===== src/rtl/rv32i_decode_stage_if.sv =====
// Handshake bundles around the RV32I decode stage:
// fetch-to-decode request and decode-to-execute result.
interface rv32i_decode_stage_in_if #(
   parameter int XLEN = 32
);
   logic            in_valid;
   logic            in_ready;
   logic [XLEN-1:0] instr;
   logic [XLEN-1:0] pc;

   modport master (
      output in_valid, instr, pc,
      input  in_ready
   );
   modport slave (
      input  in_valid, instr, pc,
      output in_ready
   );
endinterface

interface rv32i_decode_stage_out_if #(
   parameter int XLEN = 32
);
   logic            out_valid;
   logic            out_ready;
   logic [6:0]      Opcode;
   logic [3:0]      FuncCode;
   logic [4:0]      rd;
   logic [4:0]      rs1;
   logic [4:0]      rs2;
   logic [XLEN-1:0] imm;
   logic [XLEN-1:0] pc_out;
   logic            illegal;

   modport master (
      output out_valid, Opcode, FuncCode, rd, rs1, rs2,
      output imm, pc_out, illegal,
      input  out_ready
   );
   modport slave (
      input  out_valid, Opcode, FuncCode, rd, rs1, rs2,
      input  imm, pc_out, illegal,
      output out_ready
   );
endinterface


===== src/rtl/rv32i_decode_stage.sv =====
// RV32I decode stage: combinational decode into a two-entry
// skid buffer (output register + skid register).
module rv32i_decode_stage #(
   parameter int XLEN         = 32,
   parameter bit ILLEGAL_PASS = 1'b1
) (
   input  logic clk,
   input  logic reset,
   input  logic flush,
   rv32i_decode_stage_in_if.slave   fe,
   rv32i_decode_stage_out_if.master ex
);

   typedef struct packed {
      logic [6:0]      opcode;
      logic [3:0]      func_code;
      logic [4:0]      rd;
      logic [4:0]      rs1;
      logic [4:0]      rs2;
      logic [XLEN-1:0] imm;
      logic [XLEN-1:0] pc;
      logic            illegal;
   } dec_t;

   localparam logic [6:0] OP_R   = 7'b0110011;
   localparam logic [6:0] OP_IMM = 7'b0010011;
   localparam logic [6:0] OP_LD  = 7'b0000011;
   localparam logic [6:0] OP_JLR = 7'b1100111;
   localparam logic [6:0] OP_ST  = 7'b0100011;
   localparam logic [6:0] OP_BR  = 7'b1100011;
   localparam logic [6:0] OP_LUI = 7'b0110111;
   localparam logic [6:0] OP_AUI = 7'b0010111;
   localparam logic [6:0] OP_JAL = 7'b1101111;

   logic [XLEN-1:0] ins;
   logic [6:0]      op;
   logic [2:0]      f3;
   logic            t_r, t_i, t_s, t_b, t_u, t_j;
   dec_t            dec;

   assign ins = fe.instr;
   assign op  = ins[6:0];
   assign f3  = ins[14:12];

   assign t_r = (op == OP_R);
   assign t_i = (op == OP_IMM) | (op == OP_LD) | (op == OP_JLR);
   assign t_s = (op == OP_ST);
   assign t_b = (op == OP_BR);
   assign t_u = (op == OP_LUI) | (op == OP_AUI);
   assign t_j = (op == OP_JAL);

   always_comb begin
      dec           = '0;
      dec.opcode    = op;
      dec.pc        = fe.pc;
      dec.func_code = {1'b0, f3};
      // alt bit only distinguishes sub/sra/srai; elsewhere it is immediate data
      if (t_r || (op == OP_IMM && f3 == 3'b101))
         dec.func_code[3] = ins[30];
      dec.rd  = (t_s || t_b) ? 5'd0 : ins[11:7];
      dec.rs1 = (t_u || t_j) ? 5'd0 : ins[19:15];
      dec.rs2 = (t_r || t_s || t_b) ? ins[24:20] : 5'd0;
      dec.illegal = ~(t_r | t_i | t_s | t_b | t_u | t_j);
      unique case (1'b1)
         t_i: dec.imm = {{(XLEN-12){ins[31]}}, ins[31:20]};
         t_s: dec.imm = {{(XLEN-12){ins[31]}}, ins[31:25],
                         ins[11:7]};
         t_b: dec.imm = {{(XLEN-13){ins[31]}}, ins[31], ins[7],
                         ins[30:25], ins[11:8], 1'b0};
         t_u: dec.imm = {ins[31:12], 12'b0};
         t_j: dec.imm = {{(XLEN-21){ins[31]}}, ins[31],
                         ins[19:12], ins[20], ins[30:21], 1'b0};
         default: dec.imm = '0;
      endcase
   end

   dec_t or_q, sk_q;
   logic or_vld, sk_vld;
   logic acc, keep, out_fire, or_free;

   assign acc      = fe.in_valid & fe.in_ready;
   assign keep     = acc & (ILLEGAL_PASS | ~dec.illegal);
   assign out_fire = or_vld & ex.out_ready;
   assign or_free  = ~or_vld | out_fire;

   always_ff @(posedge clk or posedge reset) begin
      if (reset) begin
         or_vld <= 1'b0;
         sk_vld <= 1'b0;
         or_q   <= '0;
         sk_q   <= '0;
      end else if (flush) begin
         or_vld <= 1'b0;
         sk_vld <= 1'b0;
      end else if (or_free) begin
         if (sk_vld) begin
            // older skid entry takes the output slot first
            or_q   <= sk_q;
            or_vld <= 1'b1;
            sk_vld <= keep;
            if (keep)
               sk_q <= dec;
         end else begin
            or_vld <= keep;
            if (keep)
               or_q <= dec;
         end
      end else if (keep) begin
         sk_q   <= dec;
         sk_vld <= 1'b1;
      end
   end

   assign fe.in_ready  = ~sk_vld;
   assign ex.out_valid = or_vld;
   assign ex.Opcode    = or_q.opcode;
   assign ex.FuncCode  = or_q.func_code;
   assign ex.rd        = or_q.rd;
   assign ex.rs1       = or_q.rs1;
   assign ex.rs2       = or_q.rs2;
   assign ex.imm       = or_q.imm;
   assign ex.pc_out    = or_q.pc;
   assign ex.illegal   = or_q.illegal;

endmodule


===== src/flat_wrapper.sv =====
// flat-port wrapper written by rule: the top's interface ports become plain ports
module rv32i_decode_stage_flat 
#(
   parameter int XLEN         = 32,
   parameter bit ILLEGAL_PASS = 1'b1
)
  (clk, reset, flush, fe_in_valid, fe_instr, fe_pc, fe_in_ready, ex_out_valid, ex_Opcode, ex_FuncCode, ex_rd, ex_rs1, ex_rs2, ex_imm, ex_pc_out, ex_illegal, ex_out_ready);
  rv32i_decode_stage_in_if #(.XLEN(XLEN)) fe_i ();
  rv32i_decode_stage_out_if #(.XLEN(XLEN)) ex_i ();
  input  logic clk;
  input  logic reset;
  input  logic flush;
  input wire logic [$bits(fe_i.in_valid)-1:0] fe_in_valid;
  input wire logic [$bits(fe_i.instr)-1:0] fe_instr;
  input wire logic [$bits(fe_i.pc)-1:0] fe_pc;
  output wire logic [$bits(fe_i.in_ready)-1:0] fe_in_ready;
  output wire logic [$bits(ex_i.out_valid)-1:0] ex_out_valid;
  output wire logic [$bits(ex_i.Opcode)-1:0] ex_Opcode;
  output wire logic [$bits(ex_i.FuncCode)-1:0] ex_FuncCode;
  output wire logic [$bits(ex_i.rd)-1:0] ex_rd;
  output wire logic [$bits(ex_i.rs1)-1:0] ex_rs1;
  output wire logic [$bits(ex_i.rs2)-1:0] ex_rs2;
  output wire logic [$bits(ex_i.imm)-1:0] ex_imm;
  output wire logic [$bits(ex_i.pc_out)-1:0] ex_pc_out;
  output wire logic [$bits(ex_i.illegal)-1:0] ex_illegal;
  input wire logic [$bits(ex_i.out_ready)-1:0] ex_out_ready;
  assign fe_i.in_valid = fe_in_valid;
  assign fe_i.instr = fe_instr;
  assign fe_i.pc = fe_pc;
  assign fe_in_ready = fe_i.in_ready;
  assign ex_out_valid = ex_i.out_valid;
  assign ex_Opcode = ex_i.Opcode;
  assign ex_FuncCode = ex_i.FuncCode;
  assign ex_rd = ex_i.rd;
  assign ex_rs1 = ex_i.rs1;
  assign ex_rs2 = ex_i.rs2;
  assign ex_imm = ex_i.imm;
  assign ex_pc_out = ex_i.pc_out;
  assign ex_illegal = ex_i.illegal;
  assign ex_i.out_ready = ex_out_ready;
  rv32i_decode_stage #(.XLEN(XLEN), .ILLEGAL_PASS(ILLEGAL_PASS)) u_core (.clk(clk), .reset(reset), .flush(flush), .fe(fe_i), .ex(ex_i));
endmodule

===== config.mk =====
export PLATFORM = sky130hd
export DESIGN_NAME = rv32i_decode_stage_flat
export DESIGN_NICKNAME = d
export VERILOG_FILES = /design/src/rtl/rv32i_decode_stage_if.sv /design/src/rtl/rv32i_decode_stage.sv /design/src/flat_wrapper.sv
export SDC_FILE = /design/constraint.sdc
export NUM_CORES = 1
export LEC_CHECK = 0
export CAP_MARGIN = 25
export CORE_UTILIZATION = 45
export CTS_CLUSTER_SIZE = 14
export DETAILED_ROUTE_END_ITERATION = 10
export HOLD_SLACK_MARGIN = 0.12
export PLACE_DENSITY_LB_ADDON = 0.2
export SETUP_SLACK_MARGIN = 0.15
export SLEW_MARGIN = 25
export SYNTH_ARGS = -nofsm -noshare
export SYNTH_HDL_FRONTEND = slang
export SYNTH_SLANG_ARGS = --single-unit

===== constraint.sdc =====
create_clock -name clk -period 12.8 [get_ports clk]
set_input_delay 1.92 -clock clk [delete_from_list [all_inputs] [get_ports clk]]
set_output_delay 1.92 -clock clk [all_outputs]
set_load 0.05 [all_outputs]

==> run metrics <==
critical path class=register to output pin; Max clock buf depth=2; multi-input combinational cell area=3229 um^2; syn_nets=926; chip width=136.2 um; arrival time worst endpoint=2.51 ns; Placement Rows=48; Die ar.=18560 um^2; DRC viols=0; hold_ws=0.4721 ns; peak supply drop=0.1015 mV; Worst setup EP type=output pin; Rel. slew slack=0.3833; Hold Path Cell Cnt=2; synthesized area per cell=9.462 um^2; main combinational cell family by area after synthesis=simple AND/OR/NAND/NOR gates; Synth Area in Compound Gates=0.1514; Final period util=0.3462; initial core utilization=0.4640; dominant synthesized flop cell=dfrtp_1; largest net degree at the start of global routing=108; Reg2Reg Depth=5; GRT overflow=0; Worst Skew=0.008294 ns; status=completed; Unique masters post-synth=48; Int Pwr=1134 uW; Worst Hold Class=register to register; clock period minus worst slack=4.431 ns; initial antenna violation count=0; Synth async-reset ratio=1.000; combinational power share=0.231; Via density=5.396; Seq/Total Area, Yosys=0.5678; Ports=162; Fin. Hold Viols=0; number of DRC markers in iteration 0=440; core area=17480 um^2; Worst Path Required=10.88 ns; Routed WL=20650 um; Max Cap Violations=0; area of the mapped netlist=8109 um^2; TritonRoute pass-1 iters=5; Clk Latency, worst-skew pair=0.43 ns; RSZ-0062 raised after global routing=no; Pwr per Cell Area=158.0 nW/um^2; # port buffers=161; register area=4608 um^2; die span in y=136.2 um; cts repair resizes=0; Reg power frac=0.441; Sw Pwr=512.3 uW; number of synthesized flops with an enable pin=0; total number of yosys warnings=0; xor/xnor share of the synthesized area=0; Routed Antenna Nets=0; crit path max fanout=37; startpoint types=register; CTS clk-pin slew, worst paths=0.06 ns; Yosys reg bits=184; HPWL Detailed=13070 um; Layout area overhead=28.47%; wire per inst=17.01 um; total negative slack=0 ns; Cell Count, Final, Fillers Out=1214; Synth Area in Simple Gates=0.1873; Switching Fraction=0.3112; leak pwr=0.004454 uW; Pins Over Slew Limit=0; Post-Synth Adder-Cell Area=0; post-synthesis mux area share=0.05447; Root Buffer=clkbuf_16; htree depth=4; Clock power frac=0.329; Worst Tran Pin Value=0.9249 ns; Gate Count Post-Synth=857; hold-fix buffers at CTS=0; placed insts=1184; n_diodes=0; layout cells sized above 1=0.05460; fmax=225.7 MHz; post-CTS setup buffer count=0; Tot GR Track Use=0.2362; vias in the first global route=6332; final RePlAce weighted congestion=0.8091; # fillers=1503; vias=6551; CTS tree=built; Final Net Count=1048; first-pass GRT wire length=33540 um; TritonCTS buffer count=17; endpoints failing setup=0; Sink Count=184
==> final cells by class <==
type                            count  share of cell area
Clock buffer                       19             0.04252
Clock inverter                     10             0.01477
Inverter                            7            0.003243
Multi-Input combinational cell    601              0.3100
Sequential cell                   184              0.4423
Tap cell                          225             0.02702
Timing Repair Buffer              168              0.1601
==> layer usage <==
layer  part of all wire  global-route usage  routed length, um
met3              0.059             0.05183               1225
met1               0.46              0.3391               9540
met2               0.47              0.3579               9653
met5                  0                   0                  0
met4              0.011             0.06728                229
==> worst max-delay path, cell delays in order (launching register included) <==
cell             delay, ns
dfrtp_4               0.86
inv_1                 0.40
clkdlybuf4s50_1       0.80
==> registers in the layout, indices dropped and copies added, names as in the netlist <==
register	count
u_core.ex.imm	32
u_core.sk_q	91
u_core.ex.FuncCode	4
u_core.ex.rs1	5
u_core.sk_vld	1
u_core.ex.out_valid	1
u_core.ex.rd	5
u_core.ex.Opcode	7
u_core.ex.pc_out	32
u_core.ex.rs2	5
u_core.ex.illegal	1
==> power groups by stage <==
| stage | clock network (uW) | registers, uW | logic [uW] |
|---|---|---|---|
| after floorplan | 0 | 858 | 116 |
| after global placement | 0 | 732 | 374 |
| after detailed placement | 0 | 735 | 381 |
| after CTS | 551 | 725 | 381 |
| after global routing | 576 | 736 | 410 |
| final | 541 | 725 | 380 |
==> cells by family after synthesis <==
| group | count (synthesis) |
|---|---|
| AOI/OAI and AO/OA | 202 |
| buffers and inverters | 72 |
| DFF | 184 |
| muxes | 44 |
| and+or+nand+nor | 355 |
==> worst paths after layout <==
kind	startpoint	end	slack (ns)
worst max-delay path	u_core.sk_vld	fe_in_ready	8.37
worst min-delay path	u_core.sk_q[9]	u_core.sk_q[9]	0.47
worst max register to register	u_core.sk_vld	u_core.ex.imm[20]	9.60
worst min register to register	u_core.sk_q[9]	u_core.sk_q[9]	0.47
max in group asynchronous	reset	u_core.ex.imm[19]	9.64
min in group asynchronous	reset	u_core.ex.Opcode[2]	2.01
==> per-stage QoR <==
step	instance area, um^2	setup WS (ns)	utilization	total power [uW]
4_1_cts	10380	7.993	0.5940	1657
3_3_place_gp	9784	7.627	0.5599	1106
6_report	10420	8.369	0.5961	1646
2_1_floorplan	8109	5.880	-	973.6
5_1_grt	10420	8.307	0.5961	1723
3_5_place_dp	9784	7.535	0.5599	1115
==> cell usage after synthesis (all sizes together), types with 2 or more instances <==
master  instances  area share
o21bai          2      0.0019
o31ai           2      0.0019
nor2b          13       0.010
inv             7      0.0032
nand3          24       0.015
nor3b           2      0.0025
clkbuf         34       0.016
a22oi          12       0.011
mux2i          43       0.053
o21a            5      0.0046
dfrtp         184        0.57
and4b           2      0.0025
a31oi          23       0.018
nor2           29       0.014
nor3           13      0.0080
o21ai          97       0.060
buf            31       0.020
a21oi          24       0.015
nand2b          4      0.0040
a211oi          2      0.0034
o211ai         27       0.025
nand2         260        0.12
==> cells in the final DEF (no fill, tap or decap), drive strengths merged, types with 2 or more instances in the layout <==
master | Yosys | routed
clkbuf | 34 | 20
a211oi | 2 | 2
nor2b | 13 | 13
inv | 7 | 7
a21oi | 24 | 24
bufinv | 0 | 4
nand2 | 260 | 260
a22oi | 12 | 12
o211ai | 27 | 27
o21bai | 2 | 2
o31ai | 2 | 2
nor3 | 13 | 13
nand2b | 4 | 4
clkinv | 0 | 6
clkdlybuf4s50 | 0 | 161
o21ai | 97 | 97
buf | 31 | 6
mux2i | 43 | 43
nor2 | 29 | 29
nand3 | 24 | 24
dfrtp | 184 | 184
a31oi | 23 | 23
nor3b | 2 | 2
o21a | 5 | 5
and4b | 2 | 2
No activity file was read; power rests on OpenSTA's default activity.
==> RTL change, RTL diff (config.mk and constraints unchanged) <==
`ILLEGAL_PASS` is set to 1'b1 in 2 places; all go to 1'b0.
--- a/src/rtl/rv32i_decode_stage.sv
+++ b/src/rtl/rv32i_decode_stage.sv
@@ -3,5 +3,5 @@
 module rv32i_decode_stage #(
    parameter int XLEN         = 32,
-   parameter bit ILLEGAL_PASS = 1'b1
+   parameter bit ILLEGAL_PASS = 1'b0
 ) (
    input  logic clk,
--- a/src/flat_wrapper.sv
+++ b/src/flat_wrapper.sv
@@ -3,5 +3,5 @@
 #(
    parameter int XLEN         = 32,
-   parameter bit ILLEGAL_PASS = 1'b1
+   parameter bit ILLEGAL_PASS = 1'b0
 )
   (clk, reset, flush, fe_in_valid, fe_instr, fe_pc, fe_in_ready, ex_out_valid, ex_Opcode, ex_FuncCode, ex_rd, ex_rs1, ex_rs2, ex_imm, ex_pc_out, ex_illegal, ex_out_ready);
Behaviour: not the same (a bounded check fails within 4 cycles, from zero or initial values and one cycle with reset high).
==> RTL change against the original RTL <==
Combinational power up 12%; largest cell class unchanged; setup slack lost 0.28 ns; sequential cell count is the same; synthesized cell count grew 2.2%; design area rose by 1.5%; area after synthesis increased by 2.1%; clock skew increased by 0.0010 ns; register-to-register slack worse by 0.05 ns; utilization decreased by 0.97 points; largest power group unchanged; wire length is 3.2% lower; total power down 1.6%; worst hold slack got worse by 0.0047 ns; via count fell by 0.79%.
==> RTL change: results (changes against the original RTL) <==
hold_path:
  min-delay-start: "u_core.sk_q[85]"  # was u_core.sk_q[9]
  hp-class: "reg2reg"  # unchanged
power_and_ir_drop:
  leakage_nw: 4.656  # was 4.454 nW
  ir_drop_uv: 94.15  # was 101.5 µV
setup_path:
  critPathSlowestCell: "dfrtp_4"  # unchanged
  max_stage_delay_ns: 0.94  # was 0.86 ns
  path_max_fanout: 75  # was 37
  critPathTopFamily: "buffers and inverters"  # unchanged
  startpoint: "u_core.sk_vld"  # unchanged
  arrival_ns: 2.80  # was 2.51 ns
sta:
  fin_skew_ns: 0.009325  # was 0.008294 ns
  maxSlewHeadroom_pct: 41.28  # was 38.33%
  finalHoldViolations: 0  # unchanged
global_routing:
  grt_util_all_layers_pct: 22.03  # was 23.62%
  grt_max_degree: 127  # was 108
  first_global_vias: 5939  # was 6,332
  grt.met2_usage_pct: 33.78  # was 35.79%
  gr-usage-met1_pct: 31.29  # was 33.91%
  grt_pass1_wl_um: 31880  # was 33,540 µm
  grtUsageMet3_pct: 4.525  # was 5.183%
  antenna_found_initial: 0  # unchanged
layout:
  fin_nets: 1071  # was 1,048
  largest_reg_flops: 91  # unchanged
  drive_gt1_share_pct: 6.010  # was 5.460%
  max_flop_register: "u_core.sk_q"  # unchanged
  fillers: 1628  # was 1,503
  antennaDiodeCount: 0  # unchanged
clock_network:
  clockRootBuffer: "clkbuf_16"  # unchanged
  clk_pin_slew_ns: 0.07
  cts_setup_buffers: 0  # unchanged
  cts-htree-levels: 4  # unchanged
  clock_path_buffers: 2  # unchanged
  cts_buffers: 17  # unchanged
  clk_latency_ns: 0.43  # about the same
  cts_resized: 0  # unchanged
status:
  status: "complete, no violations"  # unchanged
route:
  drt_iter0_drc: 458  # was 440
  dr.pass1.iters: 5  # unchanged
  dr_total_vias: 6499  # was 6,551
  routed_wl_um: 20000  # was 20,650 µm
synthesis:
  yosysWarnings: 0  # unchanged
  ys_seq_area_share_pct: 55.60  # was 56.78%
  ys.flop_type: "dfrtp_1"  # unchanged
  synth_edf_count: 0  # unchanged
  ys_types: 50  # was 48
  async_reset_ff_share_pct: 100.0  # unchanged
  syn-num-nets: 945  # was 926
  yosys-top-cells-count: "nand2_1, dfrtp_1, o21ai_0"  # unchanged
  synthTopCellsByArea: "dfrtp_1, nand2_1, o21ai_0, mux2i_1, clkbuf_1"  # was dfrtp_1, nand2_1, mux2i_1, o21ai_0, o211ai_1
placement:
  globalplace.congestion: 0.7900  # was 0.8091
  dp_slack_ns: 7.684  # was 7.535 ns
  place.port_buffers: 161  # unchanged
  dpl.hpwl_um: 12820  # was 13,070 µm
RTL change: cells by family (layout without fill, tap and decap cells):
| family | Yosys count | in the layout | synth area share (%) |
|---|---|---|---|
| and+or+nand+nor | 368 | 368 | 18.70 |
| DFF | 184 | 184 | 55.60 |
| buffers and inverters | 65 | 204 | 3.520 |
| muxes | 62 | 62 | 7.766 |
| AOI/OAI and AO/OA | 197 | 197 | 14.41 |
RTL change: worst register-to-register path, cell delays in order, from the launching register on:
cell and delay [ns]:
dfrtp_4 0.94, inv_1 0.60, nor3b_1 0.82, a31oi_4 0.06, buf_6 0.32, nand2_1 0.25
o21ai_0 0.10
RTL change: layout make-up:
cell class / count / area share, %
timing repair buffer: 168 / 15.78
tap: 229 / 2.711
sequential: 184 / 43.60
multi-input combinational: 627 / 32.13
clock buffer: 17 / 4.025
clock inverter: 15 / 1.539
inverter: 4 / 0.2131
RTL change: power by group:
part / internal, mW / switching [mW]
clock network: 0.277 / 0.251
logic: 0.141 / 0.283
registers: 0.638 / 0.0293
RTL change: routing by layer:
layer | vias up | wire length, µm
met3 | 12 | 922
met2 | 149 | 9382
met5 | - | 0
li1 | 3219 | -
met1 | 3119 | 9540
met4 | 0 | 153
RTL change: worst paths after layout:
path | slack (ns) | endpoint | cells after the start
setup / recovery | 8.08 | fe_in_ready | 2
hold / removal | 0.47 | u_core.sk_q[85] | 1
setup reg to reg | 9.55 | u_core.ex.pc_out[20] | 6
hold reg to reg | 0.47 | u_core.sk_q[85] | 1
max in group asynchronous | 9.44 | u_core.ex.Opcode[2] | 3
min in group asynchronous | 2.02 | u_core.sk_q[10] | 2
RTL change: per-stage QoR:
stage / std cells / instance area, µm²
4_1_cts: 1244 / 10570
3_5_place_dp: 1212 / 9977
2_1_floorplan: 876 / 8282
5_1_grt: 1244 / 10570
6_report: 1244 / 10570
3_3_place_gp: 1212 / 9977
